--- src/rtl/rgb2y_frame_ctrl_if.sv ---
// rgb2y_frame_ctrl_if: FIFO-side bundle of the RGB-to-luma frame sequencer.
// Groups the source, converter and sink FWFT FIFO signals; master = controller.
interface rgb2y_frame_ctrl_if;
    logic [31:0] src_dout;
    logic        src_empty;
    logic        src_rd_en;
    logic        cv_srst;
    logic [31:0] cv_din;
    logic        cv_wr_en;
    logic        cv_full;
    logic [31:0] cv_dout;
    logic        cv_empty;
    logic        cv_rd_en;
    logic [31:0] snk_din;
    logic        snk_wr_en;
    logic        snk_full;

    modport master (
        input  src_dout, src_empty, cv_full, cv_dout, cv_empty, snk_full,
        output src_rd_en, cv_srst, cv_din, cv_wr_en, cv_rd_en,
        output snk_din, snk_wr_en
    );

    modport slave (
        output src_dout, src_empty, cv_full, cv_dout, cv_empty, snk_full,
        input  src_rd_en, cv_srst, cv_din, cv_wr_en, cv_rd_en,
        input  snk_din, snk_wr_en
    );
endinterface

--- src/rtl/rgb2y_frame_ctrl.sv ---
// rgb2y_frame_ctrl: frame sequencer feeding N RGB pixels through the luma
// converter under credit control and packing 4 Y bytes per sink word.
// Ports: clk, srst_n (sync, active low), start/pix_num (frame request),
// busy/done (status), frame_cycles (stats), bus (src/cv/snk FIFO master).
// Optional RGB2Y_FRAME_STATS_EN: saturating frame cycle counter.
module rgb2y_frame_ctrl #(
    parameter int CREDITS = 14,
    parameter int CNT_W   = 16
) (
    input  logic             clk,
    input  logic             srst_n,
    input  logic             start,
    input  logic [CNT_W-1:0] pix_num,
    output logic             busy,
    output logic             done,
    output logic [31:0]      frame_cycles,
    rgb2y_frame_ctrl_if.master bus
);
    localparam int IW = $clog2(CREDITS + 1);

    typedef enum logic [1:0] {
        S_IDLE,
        S_RUN,
        S_FLUSH,
        S_DONE
    } state_t;

    state_t           state;
    logic [CNT_W-1:0] num;
    logic [CNT_W-1:0] issued;
    logic [CNT_W-1:0] received;
    logic [IW-1:0]    inflight;
    logic [1:0]       lane;
    logic             word_valid;
    logic [31:0]      acc;

    logic issue;
    logic pop;
    logic snk_wr;
    logic last_pix;
    logic unused_bits;

    // Enables are gated by reset so nothing moves during the flush cycle.
    assign issue = srst_n && state == S_RUN && issued < num
                   && !bus.src_empty && !bus.cv_full
                   && inflight < IW'(CREDITS);
    assign pop = srst_n && (state == S_RUN || state == S_FLUSH)
                 && !bus.cv_empty && !word_valid && received < num;
    assign snk_wr = srst_n && word_valid && !bus.snk_full;
    assign last_pix = received == num - CNT_W'(1);

    assign bus.src_rd_en = issue;
    assign bus.cv_wr_en  = issue;
    assign bus.cv_din    = bus.src_dout;
    assign bus.cv_srst   = ~srst_n;
    assign bus.cv_rd_en  = pop;
    assign bus.snk_wr_en = snk_wr;
    assign bus.snk_din   = acc;

    assign unused_bits = ^bus.cv_dout[31:8];

    always_ff @(posedge clk) begin
        if (!srst_n) begin
            state      <= S_IDLE;
            num        <= '0;
            issued     <= '0;
            received   <= '0;
            inflight   <= '0;
            lane       <= '0;
            word_valid <= 1'b0;
            acc        <= '0;
            busy       <= 1'b0;
            done       <= 1'b0;
        end else begin
            done <= 1'b0;
            if (issue) begin
                issued <= issued + 1'b1;
            end
            if (issue && !pop) begin
                inflight <= inflight + 1'b1;
            end else if (!issue && pop) begin
                inflight <= inflight - 1'b1;
            end
            // pop needs !word_valid and snk_wr needs word_valid: exclusive.
            if (snk_wr) begin
                word_valid <= 1'b0;
                acc        <= '0;
            end
            if (pop) begin
                acc[8*lane +: 8] <= bus.cv_dout[7:0];
                received         <= received + 1'b1;
                if (lane == 2'd3 || last_pix) begin
                    word_valid <= 1'b1;
                    lane       <= '0;
                end else begin
                    lane <= lane + 1'b1;
                end
            end
            unique case (state)
                S_IDLE: begin
                    if (start) begin
                        num      <= pix_num;
                        issued   <= '0;
                        received <= '0;
                        if (pix_num == '0) begin
                            state <= S_DONE;
                            done  <= 1'b1;
                        end else begin
                            state <= S_RUN;
                            busy  <= 1'b1;
                        end
                    end
                end
                S_RUN: begin
                    if (issued == num) begin
                        state <= S_FLUSH;
                    end
                end
                S_FLUSH: begin
                    if (received == num && !word_valid) begin
                        state <= S_DONE;
                        done  <= 1'b1;
                        busy  <= 1'b0;
                    end
                end
                S_DONE: begin
                    state <= S_IDLE;
                end
            endcase
        end
    end

`ifdef RGB2Y_FRAME_STATS_EN
    logic [31:0] cyc_cnt;
    logic [31:0] fc_q;

    always_ff @(posedge clk) begin
        if (!srst_n) begin
            cyc_cnt <= '0;
            fc_q    <= '0;
        end else begin
            if (state == S_IDLE && start) begin
                cyc_cnt <= '0;
            end else if ((state == S_RUN || state == S_FLUSH)
                         && cyc_cnt != '1) begin
                cyc_cnt <= cyc_cnt + 1'b1;
            end
            if (state == S_DONE) begin
                fc_q <= cyc_cnt;
            end
        end
    end

    assign frame_cycles = fc_q;
`else
    assign frame_cycles = '0;
`endif
endmodule

--- src/flat_wrapper.sv ---
// flat-port wrapper written by rule: the top's interface ports become plain ports
module rgb2y_frame_ctrl_flat 
#(
    parameter int CREDITS = 14,
    parameter int CNT_W   = 16
)
  (clk, srst_n, start, pix_num, busy, done, frame_cycles, bus_src_dout, bus_src_empty, bus_cv_full, bus_cv_dout, bus_cv_empty, bus_snk_full, bus_src_rd_en, bus_cv_srst, bus_cv_din, bus_cv_wr_en, bus_cv_rd_en, bus_snk_din, bus_snk_wr_en);
  rgb2y_frame_ctrl_if bus_i ();
  input  logic clk;
  input  logic srst_n;
  input  logic start;
  input  logic [CNT_W-1:0] pix_num;
  output logic busy;
  output logic done;
  output logic [31:0] frame_cycles;
  input wire logic [$bits(bus_i.src_dout)-1:0] bus_src_dout;
  input wire logic [$bits(bus_i.src_empty)-1:0] bus_src_empty;
  input wire logic [$bits(bus_i.cv_full)-1:0] bus_cv_full;
  input wire logic [$bits(bus_i.cv_dout)-1:0] bus_cv_dout;
  input wire logic [$bits(bus_i.cv_empty)-1:0] bus_cv_empty;
  input wire logic [$bits(bus_i.snk_full)-1:0] bus_snk_full;
  output wire logic [$bits(bus_i.src_rd_en)-1:0] bus_src_rd_en;
  output wire logic [$bits(bus_i.cv_srst)-1:0] bus_cv_srst;
  output wire logic [$bits(bus_i.cv_din)-1:0] bus_cv_din;
  output wire logic [$bits(bus_i.cv_wr_en)-1:0] bus_cv_wr_en;
  output wire logic [$bits(bus_i.cv_rd_en)-1:0] bus_cv_rd_en;
  output wire logic [$bits(bus_i.snk_din)-1:0] bus_snk_din;
  output wire logic [$bits(bus_i.snk_wr_en)-1:0] bus_snk_wr_en;
  assign bus_i.src_dout = bus_src_dout;
  assign bus_i.src_empty = bus_src_empty;
  assign bus_i.cv_full = bus_cv_full;
  assign bus_i.cv_dout = bus_cv_dout;
  assign bus_i.cv_empty = bus_cv_empty;
  assign bus_i.snk_full = bus_snk_full;
  assign bus_src_rd_en = bus_i.src_rd_en;
  assign bus_cv_srst = bus_i.cv_srst;
  assign bus_cv_din = bus_i.cv_din;
  assign bus_cv_wr_en = bus_i.cv_wr_en;
  assign bus_cv_rd_en = bus_i.cv_rd_en;
  assign bus_snk_din = bus_i.snk_din;
  assign bus_snk_wr_en = bus_i.snk_wr_en;
  rgb2y_frame_ctrl #(.CREDITS(CREDITS), .CNT_W(CNT_W)) u_core (.clk(clk), .srst_n(srst_n), .start(start), .pix_num(pix_num), .busy(busy), .done(done), .frame_cycles(frame_cycles), .bus(bus_i));
endmodule
--- config.mk ---
export PLATFORM = sky130hd
export DESIGN_NAME = rgb2y_frame_ctrl_flat
export DESIGN_NICKNAME = d
export VERILOG_FILES = /design/src/rtl/rgb2y_frame_ctrl_if.sv /design/src/rtl/rgb2y_frame_ctrl.sv /design/src/flat_wrapper.sv
export SDC_FILE = /design/constraint.sdc
export NUM_CORES = 1
export LEC_CHECK = 0
export BUFFER_PORTS_ARGS = -buffer_cell sky130_fd_sc_hd__buf_2
export CAP_MARGIN = 20
export CORE_ASPECT_RATIO = 1.5
export CORE_MARGIN = 2
export CORE_UTILIZATION = 53
export CTS_BUF_LIST = sky130_fd_sc_hd__clkbuf_2
export CTS_CLUSTER_DIAMETER = 150
export CTS_CLUSTER_SIZE = 24
export DETAILED_ROUTE_END_ITERATION = 16
export GPL_TIMING_DRIVEN = 0
export PLACE_DENSITY = 0.83
export SYNTH_ARGS = -nofsm -noshare
export SYNTH_HDL_FRONTEND = slang
export SYNTH_SLANG_ARGS = --single-unit
export TNS_END_PERCENT = 30
--- constraint.sdc ---
create_clock -name clk -period 4.3 [get_ports clk]
set_clock_uncertainty 0.15 [all_clocks]
set_input_delay 0.43 -clock clk [delete_from_list [all_inputs] [get_ports clk]]
set_output_delay 0.43 -clock clk [all_outputs]
set_load 0.05 [all_outputs]
# Yosys cells after proc, flatten, opt, wreduce, memory -nomap -nowiden
# Cells that the tools add are included.
# Widths: inputs -> output; s select.
[classes]
addsub = 7
magnitude_cmp = 3
eq_ne = 11
shift = 2
muxes = 29
bitwise_logic = 1
n_reduce_logical = 30
[ops]
columns = ["operator", "n"]
rows = [
  ["$mux 16", 6],
  ["$mux 32", 3],
  ["$eq 16x16->1", 3],
  ["$neg 5->34", 1],
  ["$shift 8x34->32 const A", 1],
  ["$shiftx 8x34->32", 1],
  ["$add 16x1->16 const B", 2],
  ["$bwmux 32", 1],
  ["$lt 16x16->1", 2],
  ["$logic_not 16->1", 1],
  ["$sub 16x1->16 const B", 1],
  ["$logic_and 1x1->1", 14],
  ["$mux 2", 5],
  ["$mux 1", 9],
  ["$mux 4", 2],
  ["$ne 2x2->1 const B", 4],
  ["$pmux 2 s4", 1],
  ["$logic_not 1->1", 7],
  ["$eq 2x2->1 const B", 3],
  ["$add 4x1->4 const B", 1],
  ["$lt 4x4->1 const B", 1],
  ["$pmux 1 s2", 2],
  ["$reduce_and 4->1", 1],
  ["$reduce_bool 2->1", 2],
  ["8 further kinds", 9],
]
[totals]
reg_bits = 91
input_bits = 87
out_inout_bits = 103
wordCells = 93

# Depth between registers and ports, before layout
# Gate-level depths: netlist of run 1.
[depth]
depth_word = 10
mapped_depth = 19
ltp_nobuf = 16

# Worst setup path after synthesis of run 1
# Ideal clock, no wire load.
[synth_path]
path_kind = "reg2reg"
start = "register u_core.num[5]"
end = "register u_core.inflight[3]"
setup_time_ns = 0.081
t_arrival_ns = 3.910
required_time_ns = 4.069
setup_slack_ns = 0.159
stages_incl_launch_ff = 19
path_buffers = 2
synth_period_minus_slack_ns = 4.141
cell_sequence = "dfxtp_1 > inv_1 > ha_1 > a21o_1 > a21o_1 > a21oi_2 > o22ai_2 > or3_4 > buf_6 > buf_2 > inv_1 > ha_1 > inv_1 > ha_1 > a21o_1 > a21oi_1 > xnor2_1 > or3_1 > a21oi_1"
[synth_between]
elab_chain_len = 8
elab_cells_between_ends = 13
classes_between = "order compare (2); mux (1); reduce/logical (10)"
[synth_lines]
columns = ["item", "line", "text"]
rows = [
  ["start: declaration", "rgb2y_frame_ctrl.sv:29", "logic [CNT_W-1:0] num;"],
  ["start signal: assignment", "rgb2y_frame_ctrl.sv:102", "num <= pix_num;"],
  ["$lt 16x16->1 *", "rgb2y_frame_ctrl.sv:44", "assign issue = srst_n && state == S_RUN && issued < num"],
  ["$logic_and 1x1->1 *", "rgb2y_frame_ctrl.sv:44", ""],
  ["$logic_and 1x1->1 * (2 in a row)", "rgb2y_frame_ctrl.sv:45", "&& !bus.src_empty && !bus.cv_full"],
  ["$logic_and 1x1->1 *", "rgb2y_frame_ctrl.sv:46", "&& inflight < IW'(CREDITS);"],
  ["via bus_cv_wr_en", "flat_wrapper.sv:25", "output wire logic [$bits(bus_i.cv_wr_en)-1:0] bus_cv_wr_en;"],
  ["$logic_not 1->1", "rgb2y_frame_ctrl.sv:81", "end else if (!issue && pop) begin"],
  ["$logic_and 1x1->1", "rgb2y_frame_ctrl.sv:81", ""],
  ["$reduce_bool 2->1 (no line)", "n/a", ""],
  ["end signal: assignment", "rgb2y_frame_ctrl.sv:80", "inflight <= inflight + 1'b1;"],
  ["end signal: assignment", "rgb2y_frame_ctrl.sv:82", "inflight <= inflight - 1'b1;"],
  ["end: declaration", "rgb2y_frame_ctrl.sv:32", "logic [IW-1:0] inflight;"],
]
# Mark *: on every way through the listed nets, which the timed path passes. The rest lies on a longest branch.
# A chain may end at the register's enable or synchronous reset.

# Worst setup path in the final report of run 1
[layout_path]
start = "register u_core.num[5]"
end = "register u_core.inflight[3]"
[layout_between]
elab_chain_len = 8
elab_cells_between_ends = 13
classes_between = "order compare (2); mux (1); reduce/logical (10)"
[layout_lines]
columns = ["item", "line"]
rows = [
  ["$lt 16x16->1", "rgb2y_frame_ctrl.sv:44"],
  ["$logic_and 1x1->1", "rgb2y_frame_ctrl.sv:44"],
  ["$logic_and 1x1->1 (2 in a row)", "rgb2y_frame_ctrl.sv:45"],
  ["$logic_and 1x1->1", "rgb2y_frame_ctrl.sv:46"],
  ["$logic_not 1->1", "rgb2y_frame_ctrl.sv:81"],
  ["$logic_and 1x1->1", "rgb2y_frame_ctrl.sv:81"],
  ["$reduce_bool 2->1 (no line)", "n/a"],
]
# Several ways; a longest one is shown, not always the timed one.

==> flow_metrics.env, run 1 <==
export IMPL_initial_core_util_pct=54.0
export IMPL_synth_largest_area_cell="dfxtp_1"
export IMPL_antennaDiodeCount=0
export IMPL_first_iter_violations=368
export IMPL_die_w_um=88.6
export IMPL_clk_pin_slew_ns=0.27
export IMPL_yosysMostFrequentCell="nand2_1"
export IMPL_ir_worst_vdd_mv=0.298
export IMPL_viasPerCell=5.49
export IMPL_synth_warnings=0
export IMPL_end_kind="register"
export IMPL_route_vias_total=5500
export IMPL_p_total_w=0.00257
export IMPL_setup_viol=0
export IMPL_antenna_found_initial=0
export IMPL_post_cts_buffers=0
export IMPL_cts_sinks=91
export IMPL_clkLatencyLatePin_ns=0.58
export IMPL_max_freq_mhz=247
export IMPL_synth_main_ff_cell="dfxtp_1"
export IMPL_yosys_register_bits=91
export IMPL_rsz0062_at_grt="false"
export IMPL_drive_above_1_share_pct=24.4
export IMPL_power_density_nw_per_um2=374
export IMPL_core_area_um2=10500
export IMPL_min_period_ns=4.04
export IMPL_cp_arrival_ns=4.39
export IMPL_finalHoldViolCount=0
export IMPL_synthTopCellsByCount="92 x nand2_1, 91 x dfxtp_1, 65 x buf_4"
export IMPL_async_flop_share_pct=0
export IMPL_htreeDepth=3
export IMPL_yosysSeqAreaShare_pct=32.0
export IMPL_holdCritPathClass="input port to register"
export IMPL_rows=46
export IMPL_fp_dieH_um=131
export IMPL_grt_max_degree=16
export IMPL_port_buffers=101
export IMPL_cap_violations=0
export IMPL_overflow=0
export IMPL_dpl_hpwl_um=11600
export IMPL_drc=0
export IMPL_maxSlewHeadroom_pct=35.6
export IMPL_layout_nets=988
export IMPL_leakagePower_nw=3.09
export IMPL_grt_pass1_wl_um=24300
export IMPL_ios=190
export IMPL_post_route_period_util_pct=94.0
export IMPL_synth_edf_count=0
export IMPL_drv_slew=0
export IMPL_cp_data_required_time_ns=4.65
export IMPL_clock_path_buffers=2
export IMPL_postSynthCellCount=685
export IMPL_cts_tree="done"
export IMPL_die_area_um2=11600
export IMPL_place_gp_congestion=0.943
export IMPL_tns_ns=0
export IMPL_avgSynthCellArea_um2=8.30
export IMPL_postLayoutCoreUtil_pct=65.1
export IMPL_status="finished clean"
export IMPL_synth_area_leaders="dfxtp_1 32%, ha_1 10%, buf_4 8.6%"
export IMPL_tightestPinTransition_ns=0.964
export IMPL_root_buffer="clkbuf_2"
export IMPL_cp_start_kind="register"
export IMPL_critical_path_class="register to register"
export IMPL_drt_wirelength_per_cell_um=15.4
export IMPL_syn2layout_area_growth_pct=20.6
export IMPL_ys_types=58
export IMPL_grt_pass1_vias=5236
export IMPL_synthesis_area_um2=5690
export IMPL_path_max_fanout=10
export IMPL_cts_made_buffers=9
export IMPL_timing_hold_ws_ns=0.105
export IMPL_grtUsageTotal_pct=26.7
export IMPL_yosysTopAreaCellShare_pct=32.0
export IMPL_drtAntennaViolNets=0
export IMPL_nFillCells=898
export IMPL_first_pass_iters=5
export IMPL_wl_um=15400
power by group:
part           total (W)  internal (W)  switching [W]  leakage [nW]
combinational    0.00118      0.000427       0.000753          2.30
clock           0.000392     0.0000785       0.000313        0.0560
sequential      0.000996      0.000915      0.0000811         0.739
total            0.00257       0.00142        0.00115          3.09
placed cells by master, fill, tap and decap left out, types with 3 or more instances in the layout:
cell	synthesis	routed
o21a_1	3	3
a21oi_1	46	46
dfxtp_1	91	86
or3_1	8	8
xor2_1	16	16
nor3_1	7	7
nor3b_1	4	4
ha_1	47	47
o31ai_1	10	10
or2_2	4	4
o22ai_1	9	9
nor2_1	30	30
nor4_1	11	11
mux2i_1	13	13
and3_1	4	4
inv_1	34	33
o2bb2ai_1	16	16
xnor2_1	16	16
nor4b_1	4	4
a21o_1	9	9
conb_1	1	32
clkbuf_2	0	10
and2_1	6	6
nand4_1	23	23
a211oi_1	4	4
dlygate4sd3_1	0	25
nand3_1	26	26
nor2b_1	5	5
buf_2	5	105
dfxtp_2	0	3
buf_4	65	65
nand2_1	92	92
clkbuf_1	12	12
or4_1	10	10
o21ai_0	21	21
stage by stage:
step	setup slack (ns)	cells	cell area, um2
6_report	0.259	1002	6860
2_1_floorplan	0.159	716	5800
4_1_cts	0.0697	1002	6830
5_1_grt	0.0379	1002	6860
3_5_place_dp	0.155	961	6490
3_3_place_gp	0.191	961	6490
flip-flops by register name, summed over array words and instances, names as in the netlist:
| signal | count |
|---|---|
| u_core.inflight | 4 |
| u_core.issued | 16 |
| u_core.received | 16 |
| u_core.done | 1 |
| u_core.num | 16 |
| u_core.lane | 2 |
| u_core.word_valid | 1 |
| u_core.busy | 1 |
| u_core.bus.snk_din | 32 |
| u_core.state | 2 |
timing repair:
| action | in CTS | in global routing |
|---|---|---|
| hold endpoints to repair | 31 | 0 |
| resized for setup | 0 | 11 |
| setup endpoints to repair | 0 | 3 |
| hold buffers | 25 | 0 |
critical path, stage by stage, from the launching register on:
cell     delay [ns]
dfxtp_4        0.46
inv_1          0.10
ha_1           0.30
a21o_1         0.19
a21o_1         0.19
a21oi_2        0.14
o22ai_2        0.13
or3_4          0.45
buf_6          0.15
buf_2          0.17
inv_2          0.10
ha_1           0.19
inv_1          0.09
ha_1           0.27
a21o_1         0.17
a21oi_1        0.17
xnor2_1        0.09
or3_1          0.30
a21oi_1        0.14
cell families (layout without fill, tap and decap cells):
| kind of cell | count (synthesis) | count (layout) | share of synthesized area [%] |
|---|---|---|---|
| buffers and inverters | 120 | 262 | 12.5 |
| adders and majority gates | 48 | 48 | 10.7 |
| DFF | 91 | 91 | 32.0 |
| xor gates and xnor gates | 32 | 32 | 4.93 |
| muxes | 13 | 13 | 2.29 |
| other | 1 | 32 | 0.0660 |
| and+or+nand+nor | 242 | 242 | 21.6 |
| AOI/OAI and AO/OA | 138 | 138 | 15.9 |
path summary, 6_finish.rpt:
path,from,endpoint,slack [ns],cells past startpoint
worst min-delay path,srst_n,u_core.num[0]$_SDFFE_PN0P_,0.11,3
worst max-delay path,u_core.num[5]$_SDFFE_PN0P_,u_core.inflight[3]$_SDFFE_PN0P_,0.26,18
worst min register to register,u_core.bus.snk_din[21]$_SDFF_PN0_,u_core.bus.snk_din[21]$_SDFF_PN0_,0.33,1
worst max register to register,u_core.num[5]$_SDFFE_PN0P_,u_core.inflight[3]$_SDFFE_PN0P_,0.26,18
per-layer routing:
metal	routed length (um)	up-vias	GRT usage [%]	part of all wire, %
li1	-	2677	-	-
met1	5720	2512	27.9	37
met2	7870	249	48.1	51
met3	879	62	4.96	5.7
met4	912	0	17.0	5.9
met5	0	-	0	0
final cells by class:
| type | count | area (um2) | area share (%) |
|---|---|---|---|
| clock buffers | 10 | 50.0 | 0.730 |
| well taps | 144 | 180 | 2.63 |
| plain buffers | 85 | 579 | 8.45 |
| clock inverters | 6 | 41.3 | 0.602 |
| multi-input cells | 505 | 3290 | 47.9 |
| flip-flops and latches | 91 | 1830 | 26.7 |
| inverters | 35 | 131 | 1.92 |
| repair buffers | 126 | 756 | 11.0 |
Power figures use the tool's default switching activity.
==> run 2: changes to the inputs <==
BUFFER_PORTS_ARGS = default   (was -buffer_cell sky130_fd_sc_hd__buf_2)
CORE_UTILIZATION = 66   (was 53)
DONT_BUFFER_PORTS = 1   (was default)
PLACE_DENSITY = 0.82   (was 0.83)
==> run 2 against run 1 <==
  * Final area down 6.3%
  * Register-to-register slack worse by 0.10 ns
  * First-iteration DRC count up 6.8%
  * Setup slack worse by 0.10 ns
  * Global-route usage up 5.9 points
  * Count of clock-buffer cells in the layout unchanged
  * Sequential share of layout area up 1.8 points
  * Wire length down 0.70%
  * Sequential cell count unchanged
  * Largest power group unchanged
==> flow_metrics.env, run 2 (same netlist as run 1, synthesis figures left out) <==
export IMPL_cp_data_required_time_ns=4.69
export IMPL_finalHoldViolCount=0
export IMPL_p_total_w=0.00264
export IMPL_critical_path_class="register to register"
export IMPL_first_iter_violations=393
export IMPL_status="finished clean"
export IMPL_reg2reg_slack_ns=0.16
export IMPL_die_area_um2=9390
export IMPL_p_comb_share_pct=42.7
export IMPL_holdCritPathClass="input port to register"
export IMPL_slowest_stage="o21ai_1"
export IMPL_power_density_nw_per_um2=410
export IMPL_drive_above_1_share_pct=15.4
export IMPL_drtAntennaViolNets=0
export IMPL_layout_commonest_cell="nand2_1"
export IMPL_drv_slew=0
export IMPL_clock_path_buffers=2
export IMPL_clk_pin_slew_ns=0.25
export IMPL_gr_usage_met3_pct=5.98
export IMPL_met2_usage_pct=58.5
export IMPL_antenna_found_initial=0
export IMPL_end_kind="register"
export IMPL_cts_tree="done"
export IMPL_grt_pass1_vias=5154
export IMPL_min_period_ns=4.14
export IMPL_syn2layout_area_growth_pct=13.1
export IMPL_worstReg2RegStart="u_core.num[4]$_SDFFE_PN0P_"
export IMPL_rows=41
export IMPL_dpl_hpwl_um=11100
export IMPL_viasPerCell=6.05
export IMPL_layout_nets=895
export IMPL_maxSlewHeadroom_pct=34.4
export IMPL_grt_pass1_wl_um=24300
export IMPL_cts_made_buffers=9
export IMPL_first_pass_iters=6
export IMPL_worstReg2RegEnd="u_core.inflight[3]$_SDFFE_PN0P_"
export IMPL_path_buf_inv=5
export IMPL_switchingPower_w=0.00116
export IMPL_finalWorstSetupSlack_ns=0.157
export IMPL_core_area_um2=8410
export IMPL_max_freq_mhz=241
export IMPL_crit_path_end="u_core.inflight[3]$_SDFFE_PN0P_"
export IMPL_crit_top_cell="inv_1"
export IMPL_pwr_share_seq_pct=39.8
export IMPL_cp_arrival_ns=4.53
export IMPL_cap_violations=0
export IMPL_setup_viol=0
export IMPL_grt_use_met1_pct=34.3
export IMPL_path_cells="buf_2, inv_1, ha_1, and3_1, o21ai_1, a31oi_1, o21ai_1, and2_1, buf_2, inv_1, ha_4, inv_1, ha_1, a21o_1, a21oi_1, xnor2_1, or3_1, a21oi_1"
export IMPL_ff2ff_path_depth=18
export IMPL_overflow=0
export IMPL_slowest_delay_ns=0.52
export IMPL_leakagePower_nw=2.69
export IMPL_post_place_ws_ns=-0.286
export IMPL_p_int_w=0.00148
export IMPL_place_gp_congestion=0.913
export IMPL_path_depth=18
export IMPL_drt_wirelength_per_cell_um=17.5
export IMPL_port_buffers=0
export IMPL_path_max_fanout=8
export IMPL_ir_worst_vdd_mv=0.327
export IMPL_die_w_um=79.8
export IMPL_tightestPinTransition_ns=0.980
export IMPL_p_sw_share_pct=43.8
export IMPL_root_buffer="clkbuf_2"
export IMPL_grt_max_degree=20
export IMPL_ios=190
export IMPL_pwr_share_clk_pct=17.4
export IMPL_critPathTopFamily="compound AO/OA/AOI/OAI gates"
export IMPL_post_route_period_util_pct=96.4
export IMPL_largest_reg_flops=32
export IMPL_final_cell_mix="92 x nand2_1, 81 x dfxtp_1, 69 x buf_4"
export IMPL_route_vias_total=5279
export IMPL_drc=0
export IMPL_initial_core_util_pct=67.6
export IMPL_wl_um=15300
export IMPL_gr_max_usage_layer="met2"
export IMPL_cts_sinks=91
export IMPL_antennaDiodeCount=0
export IMPL_htreeDepth=3
export IMPL_cp_startpoint="u_core.num[4]$_SDFFE_PN0P_"
export IMPL_clkLatencyLatePin_ns=0.60
export IMPL_grtUsageTotal_pct=32.6
export IMPL_cp_start_kind="register"
export IMPL_fp_dieH_um=118
export IMPL_rsz0062_at_grt="false"
## run 2: worst min path at each step
stage	startpoint	to	slack (ns)	cells past startpoint
final	start	u_core.state[0]$_SDFFE_PN0P_	0.03	4
after CTS	start	u_core.state[0]$_SDFFE_PN0P_	0.02	4
after detailed placement	u_core.issued[15]$_SDFF_PN0_	u_core.issued[15]$_SDFF_PN0_	0.33	2
after global routing	start	u_core.num[2]$_SDFFE_PN0P_	0.07	4
after global placement	u_core.issued[15]$_SDFF_PN0_	u_core.issued[15]$_SDFF_PN0_	0.32	2
after floorplan	u_core.issued[15]$_SDFF_PN0_	u_core.issued[15]$_SDFF_PN0_	0.31	2
## run 2: metal layers
layer | wire, um | up-vias
met2 | 7900 | 311
met3 | 1090 | 74
met5 | 0 | -
met4 | 882 | 0
li1 | - | 2492
met1 | 5400 | 2402
## run 2: repair_timing
action | CTS | global route
hold endpoints to repair | 52 | 0
buffers inserted | 2 | 2
gates resized for setup | 14 | 0
pin swaps | 3 | 2
endpoints found under the setup margin | 2 | 1
hold buffers | 29 | 0
## run 2: worst register-to-register path, delay by kind of cell, from the launching register on
family,cells,cell delay (ns)
adders and majority gates,3,0.76
buffers and inverters,5,0.80
AOI/OAI and AO/OA,6,1.21
and+or+nand+nor,3,0.70
DFF,1,0.38
xor gates and xnor gates,1,0.11
## run 2: stage by stage
step / cell area, um2 / hold WS, ns / TNS [ns] / instances / utilization, %
6_report: 6430 / 0.0311 / 0 / 872 / 76.4
5_1_grt: 6430 / 0.0676 / 0 / 872 / 76.4
4_1_cts: 6400 / 0.0177 / 0 / 869 / 76.1
3_5_place_dp: 5940 / 0.332 / -0.286 / 823 / 70.6
3_3_place_gp: 5940 / 0.322 / -0.124 / 823 / 70.6
2_1_floorplan: 5800 / 0.306 / 0 / 716 / -
## run 2: final cells by class
type	count	area, um2
Sequential cell	91	1830
Inverter	35	135
Fill cell	646	1980
Clock buffer	10	50.0
Multi-Input combinational cell	505	3300
Clock inverter	6	72.6
Timing Repair Buffer	34	335
Tap cell	107	134
Buffer	84	572
## run 2: power by group through the flow
stage / combinational [W] / clock [W] / sequential [W]
after global routing: 0.00123 / 0.000486 / 0.00106
after global placement: 0.000994 / 0 / 0.00106
final: 0.00113 / 0.000460 / 0.00105
after CTS: 0.00109 / 0.000461 / 0.00105
after floorplan: 0.000846 / 0 / 0.00104
after detailed placement: 0.00103 / 0 / 0.00106
